--- config.mk ---
export PLATFORM = sky130hd
export DESIGN_NAME = a51_keystream_ctrl
export DESIGN_NICKNAME = d
export VERILOG_FILES = /design/src/rtl/a51_pkg.sv /design/src/rtl/a51_keystream_ctrl_maj_vote.sv /design/src/rtl/a51_keystream_ctrl.sv
export SDC_FILE = /design/constraint.sdc
export NUM_CORES = 1
export LEC_CHECK = 0
export CAP_MARGIN = 40
export CORE_MARGIN = 4
export CORE_UTILIZATION = 55
export CTS_BUF_LIST = sky130_fd_sc_hd__clkbuf_8
export DETAILED_ROUTE_END_ITERATION = 10
export PLACE_DENSITY = 0.86
export SLEW_MARGIN = 20
export SYNTH_ARGS = -nofsm -noshare
export SYNTH_HDL_FRONTEND = slang
export SYNTH_SLANG_ARGS = --single-unit
--- constraint.sdc ---
create_clock -name clk -period 3.5 [get_ports clk]
set_input_delay 0.7 -clock clk [delete_from_list [all_inputs] [get_ports clk]]
set_output_delay 0.7 -clock clk [all_outputs]
set_load 0.005 [all_outputs]
--- src/rtl/a51_pkg.sv ---
// -----------------------------------------------------------------------------
// a51_pkg
// Shared definitions for the A5/1 keystream controller: controller state
// encoding, default sequence lengths, LFSR tap positions and a small helper
// used to size the shared bit counter.
// -----------------------------------------------------------------------------
package a51_pkg;

  // Controller phases, in the order a session walks through them.
  typedef enum logic [2:0] {
    ST_IDLE  = 3'd0,
    ST_CLEAR = 3'd1,
    ST_KEY   = 3'd2,
    ST_FRAME = 3'd3,
    ST_MIX   = 3'd4,
    ST_GEN   = 3'd5,
    ST_DONE  = 3'd6
  } a51_state_e;

  // Default sequence lengths.
  localparam int unsigned DEF_KEY_BITS   = 32'd64;
  localparam int unsigned DEF_FRAME_BITS = 32'd22;
  localparam int unsigned DEF_MIX_CYCLES = 32'd100;
  localparam int unsigned DEF_KS_BITS    = 32'd228;

  // Clocking tap positions inside the X/Y/Z registers (drive x/y/z_tap).
  localparam int unsigned X_CLK_TAP = 32'd8;
  localparam int unsigned Y_CLK_TAP = 32'd10;
  localparam int unsigned Z_CLK_TAP = 32'd10;

  // Output tap positions (MSBs of each register, drive x/y/z_out).
  localparam int unsigned X_OUT_TAP = 32'd18;
  localparam int unsigned Y_OUT_TAP = 32'd21;
  localparam int unsigned Z_OUT_TAP = 32'd22;

  // Largest of four lengths; sizes the counter shared by all phases.
  function automatic int unsigned max4(input int unsigned a,
                                       input int unsigned b,
                                       input int unsigned c,
                                       input int unsigned d);
    int unsigned ab;
    int unsigned cd;
    ab = (a > b) ? a : b;
    cd = (c > d) ? c : d;
    return (ab > cd) ? ab : cd;
  endfunction

endpackage

--- src/rtl/a51_keystream_ctrl_maj_vote.sv ---
// -----------------------------------------------------------------------------
// a51_maj_vote
// Majority clocking rule for the three A5/1 registers: a register steps only
// when its clocking tap agrees with the majority of the three taps, so at
// least two registers step on every enabled cycle.
//
// Ports:
//   x_tap_i, y_tap_i, z_tap_i : clocking taps of X, Y, Z
//   en_o[2:0]                 : step enables, bit 2 = X, bit 1 = Y, bit 0 = Z
// -----------------------------------------------------------------------------
module a51_maj_vote
  import a51_pkg::*;
(
  input  logic       x_tap_i,
  input  logic       y_tap_i,
  input  logic       z_tap_i,
  output logic [2:0] en_o
);

  logic maj_s;

  assign maj_s = (x_tap_i & y_tap_i) | (x_tap_i & z_tap_i) | (y_tap_i & z_tap_i);

  // XNOR with the majority: 1 where the tap agrees.
  assign en_o = {~(x_tap_i ^ maj_s), ~(y_tap_i ^ maj_s), ~(z_tap_i ^ maj_s)};

endmodule

--- src/rtl/a51_keystream_ctrl.sv ---
// -----------------------------------------------------------------------------
// a51_keystream_ctrl
// Sequencer for an external A5/1 LFSR triple. Per session it clears the
// registers, serially loads the key and then the frame number (MSB first,
// all three registers stepping), runs the majority-clocked warm-up with no
// output, and finally delivers KS_BITS keystream bits over a valid/ready
// handshake before pulsing done.
//
// Ports:
//   clk, reset          : clock and synchronous active-high reset
//   start, key, frame   : session request; key/frame captured on acceptance
//   x/y/z_tap           : clocking taps from the registers
//   x/y/z_out           : output taps from the registers
//   lfsr_rst_n[2:0]     : active-low register clear (bit 2 = X)
//   lfsr_en[2:0]        : per-register step enable (bit 2 = X)
//   lfsr_shift_bit      : serial load bit shared by the three registers
//   ks_valid, ks_ready, ks_bit : keystream handshake
//   busy, done          : session in progress / one-cycle completion pulse
// -----------------------------------------------------------------------------
module a51_keystream_ctrl
  import a51_pkg::*;
#(
  parameter int unsigned KEY_BITS   = DEF_KEY_BITS,
  parameter int unsigned FRAME_BITS = DEF_FRAME_BITS,
  parameter int unsigned MIX_CYCLES = DEF_MIX_CYCLES,
  parameter int unsigned KS_BITS    = DEF_KS_BITS
) (
  input  logic                  clk,
  input  logic                  reset,
  input  logic                  start,
  input  logic [KEY_BITS-1:0]   key,
  input  logic [FRAME_BITS-1:0] frame,
  input  logic                  x_tap,
  input  logic                  y_tap,
  input  logic                  z_tap,
  input  logic                  x_out,
  input  logic                  y_out,
  input  logic                  z_out,
  output logic [2:0]            lfsr_rst_n,
  output logic [2:0]            lfsr_en,
  output logic                  lfsr_shift_bit,
  output logic                  ks_valid,
  input  logic                  ks_ready,
  output logic                  ks_bit,
  output logic                  busy,
  output logic                  done
);

  localparam int unsigned CNT_MAX  = max4(KEY_BITS, FRAME_BITS, MIX_CYCLES, KS_BITS);
  localparam int unsigned CNT_W    = $clog2(CNT_MAX) + 32'd1;
  localparam int unsigned KEY_IW   = (KEY_BITS > 32'd1) ? $clog2(KEY_BITS) : 32'd1;
  localparam int unsigned FRAME_IW = (FRAME_BITS > 32'd1) ? $clog2(FRAME_BITS) : 32'd1;

  localparam logic [CNT_W-1:0] CNT_ZERO   = {CNT_W{1'b0}};
  localparam logic [CNT_W-1:0] CNT_ONE    = {{(CNT_W-1){1'b0}}, 1'b1};
  localparam logic [CNT_W-1:0] KEY_LAST   = CNT_W'(KEY_BITS - 32'd1);
  localparam logic [CNT_W-1:0] FRAME_LAST = CNT_W'(FRAME_BITS - 32'd1);
  localparam logic [CNT_W-1:0] MIX_LAST   = CNT_W'(MIX_CYCLES - 32'd1);
  localparam logic [CNT_W-1:0] KS_LAST    = CNT_W'(KS_BITS - 32'd1);

  a51_state_e            state_q, state_d;
  logic [CNT_W-1:0]      cnt_q, cnt_d;
  logic [KEY_BITS-1:0]   key_q, key_d;
  logic [FRAME_BITS-1:0] frame_q, frame_d;

  logic [2:0]            maj_en_s;
  logic                  hs_s;
  logic [KEY_IW-1:0]     key_sel_s;
  logic [FRAME_IW-1:0]   frame_sel_s;

  a51_maj_vote u_maj_vote (
    .x_tap_i (x_tap),
    .y_tap_i (y_tap),
    .z_tap_i (z_tap),
    .en_o    (maj_en_s)
  );

  // ks_valid is high throughout GEN, so a handshake is GEN with ready.
  assign hs_s = (state_q == ST_GEN) & ks_ready;

  // The counter runs 0..N-1, so MSB-first selection is (N-1) - count.
  assign key_sel_s   = KEY_IW'(KEY_BITS - 32'd1) - cnt_q[KEY_IW-1:0];
  assign frame_sel_s = FRAME_IW'(FRAME_BITS - 32'd1) - cnt_q[FRAME_IW-1:0];

  // State, shared counter and captured session inputs.
  always_ff @(posedge clk) begin
    if (reset) begin
      state_q <= ST_IDLE;
      cnt_q   <= CNT_ZERO;
      key_q   <= {KEY_BITS{1'b0}};
      frame_q <= {FRAME_BITS{1'b0}};
    end else begin
      state_q <= state_d;
      cnt_q   <= cnt_d;
      key_q   <= key_d;
      frame_q <= frame_d;
    end
  end

  // Next state and counter; the counter clears on every phase change.
  always_comb begin
    state_d = state_q;
    cnt_d   = cnt_q;
    key_d   = key_q;
    frame_d = frame_q;
    case (state_q)
      ST_IDLE: begin
        cnt_d = CNT_ZERO;
        if (start) begin
          state_d = ST_CLEAR;
          key_d   = key;
          frame_d = frame;
        end else begin
          state_d = ST_IDLE;
        end
      end
      ST_CLEAR: begin
        state_d = ST_KEY;
        cnt_d   = CNT_ZERO;
      end
      ST_KEY: begin
        if (cnt_q == KEY_LAST) begin
          state_d = ST_FRAME;
          cnt_d   = CNT_ZERO;
        end else begin
          cnt_d = cnt_q + CNT_ONE;
        end
      end
      ST_FRAME: begin
        if (cnt_q == FRAME_LAST) begin
          state_d = ST_MIX;
          cnt_d   = CNT_ZERO;
        end else begin
          cnt_d = cnt_q + CNT_ONE;
        end
      end
      ST_MIX: begin
        if (cnt_q == MIX_LAST) begin
          state_d = ST_GEN;
          cnt_d   = CNT_ZERO;
        end else begin
          cnt_d = cnt_q + CNT_ONE;
        end
      end
      ST_GEN: begin
        if (hs_s) begin
          if (cnt_q == KS_LAST) begin
            state_d = ST_DONE;
            cnt_d   = CNT_ZERO;
          end else begin
            cnt_d = cnt_q + CNT_ONE;
          end
        end else begin
          cnt_d = cnt_q;
        end
      end
      ST_DONE: begin
        // start is deliberately not looked at here.
        state_d = ST_IDLE;
        cnt_d   = CNT_ZERO;
      end
      default: begin
        state_d = ST_IDLE;
        cnt_d   = CNT_ZERO;
      end
    endcase
  end

  // Outputs decoded from the current phase (and live taps in MIX/GEN).
  always_comb begin
    lfsr_rst_n     = 3'b111;
    lfsr_en        = 3'b000;
    lfsr_shift_bit = 1'b0;
    ks_valid       = 1'b0;
    ks_bit         = 1'b0;
    done           = 1'b0;
    busy           = (state_q != ST_IDLE);
    case (state_q)
      ST_IDLE: begin
        busy = 1'b0;
      end
      ST_CLEAR: begin
        lfsr_rst_n = 3'b000;
      end
      ST_KEY: begin
        lfsr_en        = 3'b111;
        lfsr_shift_bit = key_q[key_sel_s];
      end
      ST_FRAME: begin
        lfsr_en        = 3'b111;
        lfsr_shift_bit = frame_q[frame_sel_s];
      end
      ST_MIX: begin
        lfsr_en = maj_en_s;
      end
      ST_GEN: begin
        ks_valid = 1'b1;
        ks_bit   = x_out ^ y_out ^ z_out;
        // Registers only step when the current bit is consumed.
        if (hs_s) begin
          lfsr_en = maj_en_s;
        end else begin
          lfsr_en = 3'b000;
        end
      end
      ST_DONE: begin
        done = 1'b1;
      end
      default: begin
        busy = 1'b1;
      end
    endcase
  end

endmodule

## Word-level counts from Yosys, hierarchy flattened

Index checks and enable logic that the tools add are counted.

| cells by class | value |
|---|---|
| bitwise operators | 14 |
| mux-type cells | 25 |
| eq/ne operators | 15 |
| reduce and logical (&&, ||, !) cells | 6 |
| add/subtract/negate cells | 3 |
| order comparisons | 2 |

Operator list:

| operator | count |
|---|---|
| $mux W9 | 5 |
| $pmux W9 S4 | 1 |
| $mux W3 | 7 |
| $pmux W3 S6 | 1 |
| $add A9 B1 Y9 const B | 1 |
| $eq A3 B3 Y1 const B | 3 |
| $eq A9 B5 Y1 const B | 1 |
| $eq A9 B6 Y1 const B | 1 |
| $eq A9 B7 Y1 const B | 1 |
| $eq A9 B8 Y1 const B | 1 |
| $pmux W3 S3 | 1 |
| $ne A2 B2 Y1 const B | 4 |
| $lt A6 B7 Y1 const B | 1 |
| $bmux W1 S6 | 1 |
| $eq A3 B2 Y1 const B | 2 |
| $lt A5 B6 Y1 const B | 1 |
| $mux W1 | 6 |
| $reduce_or A6 Y1 | 1 |
| $sub A6 B6 Y6 const A | 1 |
| $bmux W1 S5 | 1 |
| $reduce_and A5 Y1 | 1 |
| $sub A5 B5 Y5 const A | 1 |
| $xor A1 B1 Y1 | 5 |
| $and A1 B1 Y1 | 4 |
| other kinds (9) | 13 |

| word-level totals | value |
|---|---|
| flip-flop bits (word level) | 98 |
| bits of input ports | 96 |
| output and inout bits | 11 |
| logic and storage cells | 69 |

## Depth between registers and ports, before layout

Gate-level depths: netlist (run 1).

| logic depth | value |
|---|---|
| depth in word-level cells | 7 |
| depth in mapped cells | 12 |
| mapped depth without buffers | 8 |

## By module

Synthesis (run 1) repeated with hierarchy kept, for this count alone.

| second synthesis, totals | value |
|---|---|
| cell total of the unflattened synthesis | 568 |
| area total of the unflattened synthesis | 4670.7 sq um |

By module, submodules not included:

| module | instances | cells each | area an instance (sq um) |
|---|---|---|---|
| a51_keystream_ctrl | 1 | 561 | 4620.7 |
| a51_maj_vote | 1 | 7 | 50.0 |

## Worst setup path before layout (run 1)

Ideal clock, no wire load.

| timing path | value |
|---|---|
| path kind | register -> output |
| start | register cnt_q[1] |
| end | output lfsr_shift_bit |
| required time | 2.800 ns |
| stages on the path, launching flop included | 9 |
| path slack | 1.098 ns |
| buffers on the path | 1 |
| arrival | 1.702 ns |
| cell sequence | dfxtp_1 -> ha_1 -> buf_2 -> mux2_2 -> o21a_1 -> nand4_1 -> nand4_1 -> mux2i_1 -> o21ai_1 |

| on the way | value |
|---|---|
| word-level cells in the longest chain between the ends | 4 |

Ends and longest elaborated chain:

| item | line | RTL |
|---|---|---|
| start, declared | a51_keystream_ctrl.sv:62 | `logic [CNT_W-1:0] cnt_q, cnt_d;` |
| start signal, assigned | a51_keystream_ctrl.sv:94 | `cnt_q <= cnt_d;` |
| $sub A6 B6 Y6 or $sub A5 B5 Y5 (tied branches) | a51_keystream_ctrl.sv:82, a51_keystream_ctrl.sv:83 |  |
| $bmux W1 S6 or $bmux W1 S5 (tied branches) | a51_keystream_ctrl.sv:187, a51_keystream_ctrl.sv:191 |  |
| $mux W1 (on tied branches) | a51_keystream_ctrl.sv:187, a51_keystream_ctrl.sv:191 |  |
| $pmux W1 S2 * | a51_keystream_ctrl.sv:178 | `case (state_q)` |
| end, declared | a51_keystream_ctrl.sv:41 | `output logic lfsr_shift_bit,` |

Every way passes the cells marked *; elsewhere a longest branch is shown, timed or not. The select of a mux whose other input is x is not followed.

## Final worst setup path (run 1)

| timing path | value |
|---|---|
| start | register cnt_q[2] |
| end | output lfsr_shift_bit |

Same word-level chain as after synthesis.

==> flow_metrics.py, run 1 <==
metrics = {
    "layout": {
        "nFillCells": 623,
        "layout_commonest_cell": "nand2_1",
        "num_antenna_cells": 0,
        "drive_gt1_share_pct": 6.97,
        "final_cell_mix": "192 x nand2_1, 105 x clkdlybuf4s50_1, 93 x dfxtp_1, 92 x a21oi_1, 32 x mux2i_1",
        "final_nets": 771,
        "final_cell_area_um2": 5910,
        "area_growth_pct": 26.3,
    },
    "critical_path": {
        "reg2reg_setup_slack_ns": 1.49,
        "crit_path_top_delay_cell": "clkdlybuf4s50_1",
        "crit_chain": "buf_12 -> ha_1 -> xnor2_1 -> o21a_1 -> nand4_1 -> nand4_1 -> mux2i_1 -> o21ai_1 -> clkdlybuf4s50_1",
        "cp.required_ns": 2.80,
        "arrival_ns": 2.67,
        "crit_top_cell": "nand4_1",
        "worstSetupPathType": "reg2out",
        "critPathLaunch": "cnt_q[2]",
        "ff2ff_path_depth": 9,
        "reg2reg_from": "cnt_q[1]",
        "critPathCaptureType": "output pin",
        "cp_max_fo": 36,
        "startpoint_type": "register",
        "critPathMaxStageDelay_ns": 0.55,
    },
    "route": {
        "dr_total_vias": 4303,
        "viasPerCell": 5.52,
        "wl_um": 12200,
        "dr.pass1.iters": 5,
        "drc": 0,
        "wl_per_cell_um": 15.6,
        "ant_nets": 0,
        "drt_iter0_drc": 242,
    },
    "place": {
        "place_area_um2": 5690,
        "portBuffers": 106,
        "place_hpwl_um": 8500,
        "routabilityCongestion": 0.938,
    },
    "yosys": {
        "synth-seq-cells": 98,
        "synth_xor_area_share_pct": 2.43,
        "netlist_instances": 591,
        "yosysTopAreaCell": "dfxtp_1",
        "yosys.area.top_type_share_pct": 41.9,
        "synthMuxAreaShare_pct": 10.3,
        "ys_warn_count": 0,
        "synth_top_family_by_area": "simple AND/OR/NAND/NOR gates",
        "synth_area_leaders": "dfxtp_1 42%, nand2_1 15%, a21oi_1 9.8%",
        "ys_types": 46,
        "synth_compound_area_share_pct": 15.1,
        "synth_area_um2": 4680,
        "yosys.area_share.simple_pct": 22.9,
        "avgSynthCellArea_um2": 7.92,
        "synth_fa_ha_area_share_pct": 1.07,
        "ys_seq_area_share_pct": 41.9,
        "syn-num-nets": 691,
    },
    "power": {
        "finalPower_mw": 2.30,
        "powerDensity_nw_per_um2": 389,
        "ir_worst_vdd_mv": 0.197,
        "power.leakage_nw": 2.09,
    },
    "timing": {
        "setup_viol": 0,
        "layout_min_cycle_time_ns": 3.37,
        "max_slew_margin_pct": 54.4,
        "fin_skew_ns": 0.00719,
        "fmax_mhz": 297,
        "rsz0062_at_grt": "false",
        "period_share_pct": 96.3,
        "drv_slew": 0,
        "fin_tns_setup_ns": 0,
        "hold_violations": 0,
        "max_slew.worst_pin.slew_ns": 0.684,
    },
    "cts": {
        "hold_buffers": 0,
        "cts_resized": 0,
        "clk_latency_ns": 0.36,
        "numCtsBuffers": 9,
        "htreeDepth": 3,
        "cts.clk_slew.worst_paths_ns": 0.09,
        "cts_sinks": 98,
        "cts-root-buf": "clkbuf_8",
        "cts_tree": "done",
        "clock_path_buffers": 2,
        "postCtsSetupRepairBufs": 0,
    },
    "global_route": {
        "grt_usage_pct": 23.9,
        "grt_max_degree": 51,
        "grt_pass1_vias": 4233,
        "overflow": 0,
        "antenna_found_initial": 0,
        "grt_pass1_wl_um": 19400,
    },
    "die": {
        "die_area_um2": 10000,
        "die_h_um": 100,
        "core_area_um2": 8260,
        "die_w_um": 100,
        "io_pins": 107,
        "initial_core_util_pct": 56.7,
        "num_rows": 33,
    },
    "status": {
        "status": "complete, no violations",
    },
    "job": {
        "maxCapViolCount": 0,
    },
    "hold_path": {
        "min_delay_path_depth": 2,
        "hold_class": "reg2reg",
        "worstHoldStart": "key_q[8]",
    },
}
## cells by family (layout without fill, tap and decap cells)
family / count (synthesis) / count (layout)
fa+ha+maj: 4 / 4
buf+inv: 54 / 137
flops: 98 / 98
mux: 40 / 40
xor+xnor: 13 / 13
simple gates: 256 / 256
compound gates: 126 / 126
## stage by stage
stage	instances	setup slack (ns)	util (%)	hold slack, ns
3_5_place_dp	764	0.418	68.9	0.447
4_1_cts	778	0.0252	71.0	0.459
5_1_grt	779	0.0147	71.6	0.479
3_3_place_gp	764	0.511	68.9	0.441
2_1_floorplan	591	1.10	-	0.432
6_report	779	0.131	71.6	0.456
## cell usage after synthesis, drive strengths merged
library cell and n:
a22o 1, o311ai 1, a311oi 1, a41oi 2
a31oi 3, xnor2 8, xor2 5, a21oi 92
ha 4, nor4 1, clkbuf 18, nand2 193
nor3 3, and2 1, o22ai 1, a22oi 5
or3 2, and2b 1, mux2 2, nor2b 6
mux2i 32, a2bb2oi 2, a21o 1, nand3 13
o21a 1, a211oi 6, o21ai 10, dfxtp 98
nor4bb 1, nor2 21, mux4 6, nand2b 3
inv 8, and3 4, nand3b 1, nand4 6
buf 28
## worst max-delay path: cells and delay by family, from the launching register on
family | cells | cell delay, ns
buf+inv | 2 | 0.81
flops | 1 | 0.39
compound gates | 2 | 0.37
simple gates | 2 | 0.23
mux | 1 | 0.09
xor+xnor | 1 | 0.16
fa+ha+maj | 1 | 0.25
## power by group
part / internal, mW / leakage [nW] / switching (mW)
Sequential: 1.19 / 0.806 / 0.0497
Clock: 0.271 / 0.0806 / 0.380
Combinational: 0.209 / 1.20 / 0.197
## flip-flops by register name (all words and copies together) (netlist names)
| signal | flops |
|---|---|
| key_q | 64 |
| frame_q | 22 |
| cnt_q | 9 |
| state_q | 3 |
## final cells by class
type                       count  area (um2)  share of cell area, %
clock inverter                 4        28.8                  0.487
inverter                       8        30.0                  0.508
multi-input combinational    439        2440                   41.3
sequential                    98        1970                   33.3
timing repair buffer         115        1170                   19.9
clock buffer                  10         138                   2.33
tap                          105         131                   2.22
## metal layers
metal  wire, um  share of wire (%)  global-route usage [%]  up-vias
met5          0                  0                       0        -
met4        220                1.8                    8.39        0
met3        796                6.5                    4.17       21
met2       6180                 51                    41.0      157
met1       4970                 41                    30.2     1980
li1           -                  -                       -     2145
## final timing paths
kind / end
min: key_q[8]
min reg2reg: key_q[8]
max reg2reg: cnt_q[1]
max: lfsr_shift_bit
No activity file was read; power rests on OpenSTA's default activity.
==> inputs of run 2 (changes only) <==
Clock period 3.5 ns to 4.1 ns, I/O delays scaled along.
==> flow_metrics.py, run 2 (synthesized netlist as in run 1, its figures left out) <==
metrics = {
    "critical_path": {
        "cp.required_ns": 3.28,
        "cp_max_fo": 32,
        "reg2reg_to": "cnt_q[2]",
        "reg2reg_setup_slack_ns": 1.76,
        "ff2ff_path_depth": 7,
        "critPathCaptureType": "output pin",
        "arrival_ns": 2.96,
        "worstSetupPathType": "reg2out",
        "startpoint_type": "register",
        "reg2reg_from": "cnt_q[0]",
    },
    "layout": {
        "final_core_utilization_pct": 71.2,
        "fin_cells": 781,
        "final_cell_mix": "192 x nand2_1, 105 x clkdlybuf4s50_1, 97 x dfxtp_1, 92 x a21oi_1, 32 x mux2i_1",
        "num_antenna_cells": 0,
        "top_register": "key_q",
        "area_growth_pct": 25.6,
        "reg_top3": "key_q: 64 flops, frame_q: 22 flops, cnt_q: 9 flops",
        "final_nets": 771,
        "drive_gt1_share_pct": 6.36,
        "largest_reg_flops": 64,
        "layout_commonest_cell": "nand2_1",
    },
    "cts": {
        "numCtsBuffers": 9,
        "cts_resized": 0,
        "cts_sinks": 98,
        "clk_latency_ns": 0.37,
        "cts.clk_slew.worst_paths_ns": 0.10,
        "cts-root-buf": "clkbuf_8",
        "htreeDepth": 3,
        "cts_tree": "done",
        "hold_buffers": 0,
        "postCtsSetupRepairBufs": 0,
        "clock_path_buffers": 2,
    },
    "route": {
        "dr_total_vias": 4344,
        "viasPerCell": 5.56,
        "ant_nets": 0,
        "drc": 0,
        "wl_per_cell_um": 15.4,
        "wl_um": 12000,
        "dr.pass1.iters": 5,
        "drt_iter0_drc": 345,
    },
    "place": {
        "place_hpwl_um": 8850,
        "routabilityCongestion": 0.900,
        "portBuffers": 106,
        "dp.cells": 764,
    },
    "global_route": {
        "overflow": 0,
        "grt_usage_pct": 24.0,
        "grt_max_degree": 49,
        "grt_pass1_vias": 4305,
        "antenna_found_initial": 0,
        "grt_pass1_wl_um": 19600,
    },
    "timing": {
        "setup_viol": 0,
        "period_share_pct": 92.1,
        "max_slew_margin_pct": 49.0,
        "max_slew.worst_pin.slew_ns": 0.765,
        "fmax_mhz": 265,
        "rsz0062_at_grt": "false",
        "drv_slew": 0,
        "fin_tns_setup_ns": 0,
        "layout_min_cycle_time_ns": 3.78,
        "hold_violations": 0,
        "fin_skew_ns": 0.0135,
    },
    "die": {
        "io_pins": 107,
        "num_rows": 33,
        "core_area_um2": 8260,
        "die_area_um2": 10000,
        "die_h_um": 100,
        "die_w_um": 100,
        "initial_core_util_pct": 56.7,
    },
    "power": {
        "ir_worst_vdd_mv": 0.200,
        "powerDensity_nw_per_um2": 338,
        "finalPower_mw": 1.99,
        "power.leakage_nw": 2.10,
    },
    "hold_path": {
        "hold_class": "reg2reg",
        "worstHoldStart": "key_q[28]",
        "min_delay_path_depth": 2,
        "min_to": "key_q[28]",
    },
    "job": {
        "maxCapViolCount": 0,
    },
    "status": {
        "status": "complete, no violations",
    },
}
run 2: layout make-up:
type,count,area [um2]
Multi-Input combinational cell,439,2430
Fill cell,636,2380
Sequential cell,98,1960
Timing Repair Buffer,115,1140
Tap cell,105,131
Clock buffer,9,124
Clock inverter,7,60.1
Inverter,8,30.0
run 2: layer usage:
metal | vias up | track usage (%) | share of wire [%]
li1 | 2147 | - | -
met1 | 2027 | 28.6 | 40
met2 | 148 | 43.7 | 52
met3 | 22 | 4.03 | 6.0
met4 | 0 | 7.36 | 1.7
met5 | - | 0 | 0
run 2: through the flow:
| step | worst slack, ns | hold WS (ns) | cell area [um2] |
|---|---|---|---|
| floorplan | 1.58 | 0.432 | 4680 |
| global placement | 0.794 | 0.441 | 5670 |
| detailed placement | 0.753 | 0.448 | 5670 |
| CTS | 0.350 | 0.463 | 5850 |
| global route | 0.123 | 0.481 | 5880 |
| finish | 0.324 | 0.461 | 5880 |
run 2: worst max-delay path by stage:
| stage | start | to | slack, ns | depth (start not counted) |
|---|---|---|---|---|
| 4_1_cts | cnt_q[2] | lfsr_shift_bit | 0.35 | 8 |
| 2_1_floorplan | cnt_q[1] | lfsr_shift_bit | 1.58 | 8 |
| 3_5_place_dp | cnt_q[2] | lfsr_shift_bit | 0.75 | 8 |
| 5_1_grt | cnt_q[2] | lfsr_shift_bit | 0.12 | 9 |
| 6_report | cnt_q[2] | lfsr_shift_bit | 0.32 | 9 |
| 3_3_place_gp | cnt_q[0] | lfsr_shift_bit | 0.79 | 7 |
run 2: where the power goes:
| group | switching, mW | internal (mW) |
|---|---|---|
| Combinational | 0.164 | 0.174 |
| Sequential | 0.0428 | 1.02 |
| Clock | 0.358 | 0.231 |
run 2: critical path, stage by stage (launching register included):
cell and delay, ns:
dfxtp_2 0.42, buf_4 0.44, ha_1 0.30, xnor2_1 0.16
o21a_1 0.15, nand4_1 0.10, nand4_1 0.15, mux2i_1 0.09
o21ai_1 0.21, clkdlybuf4s50_1 0.54
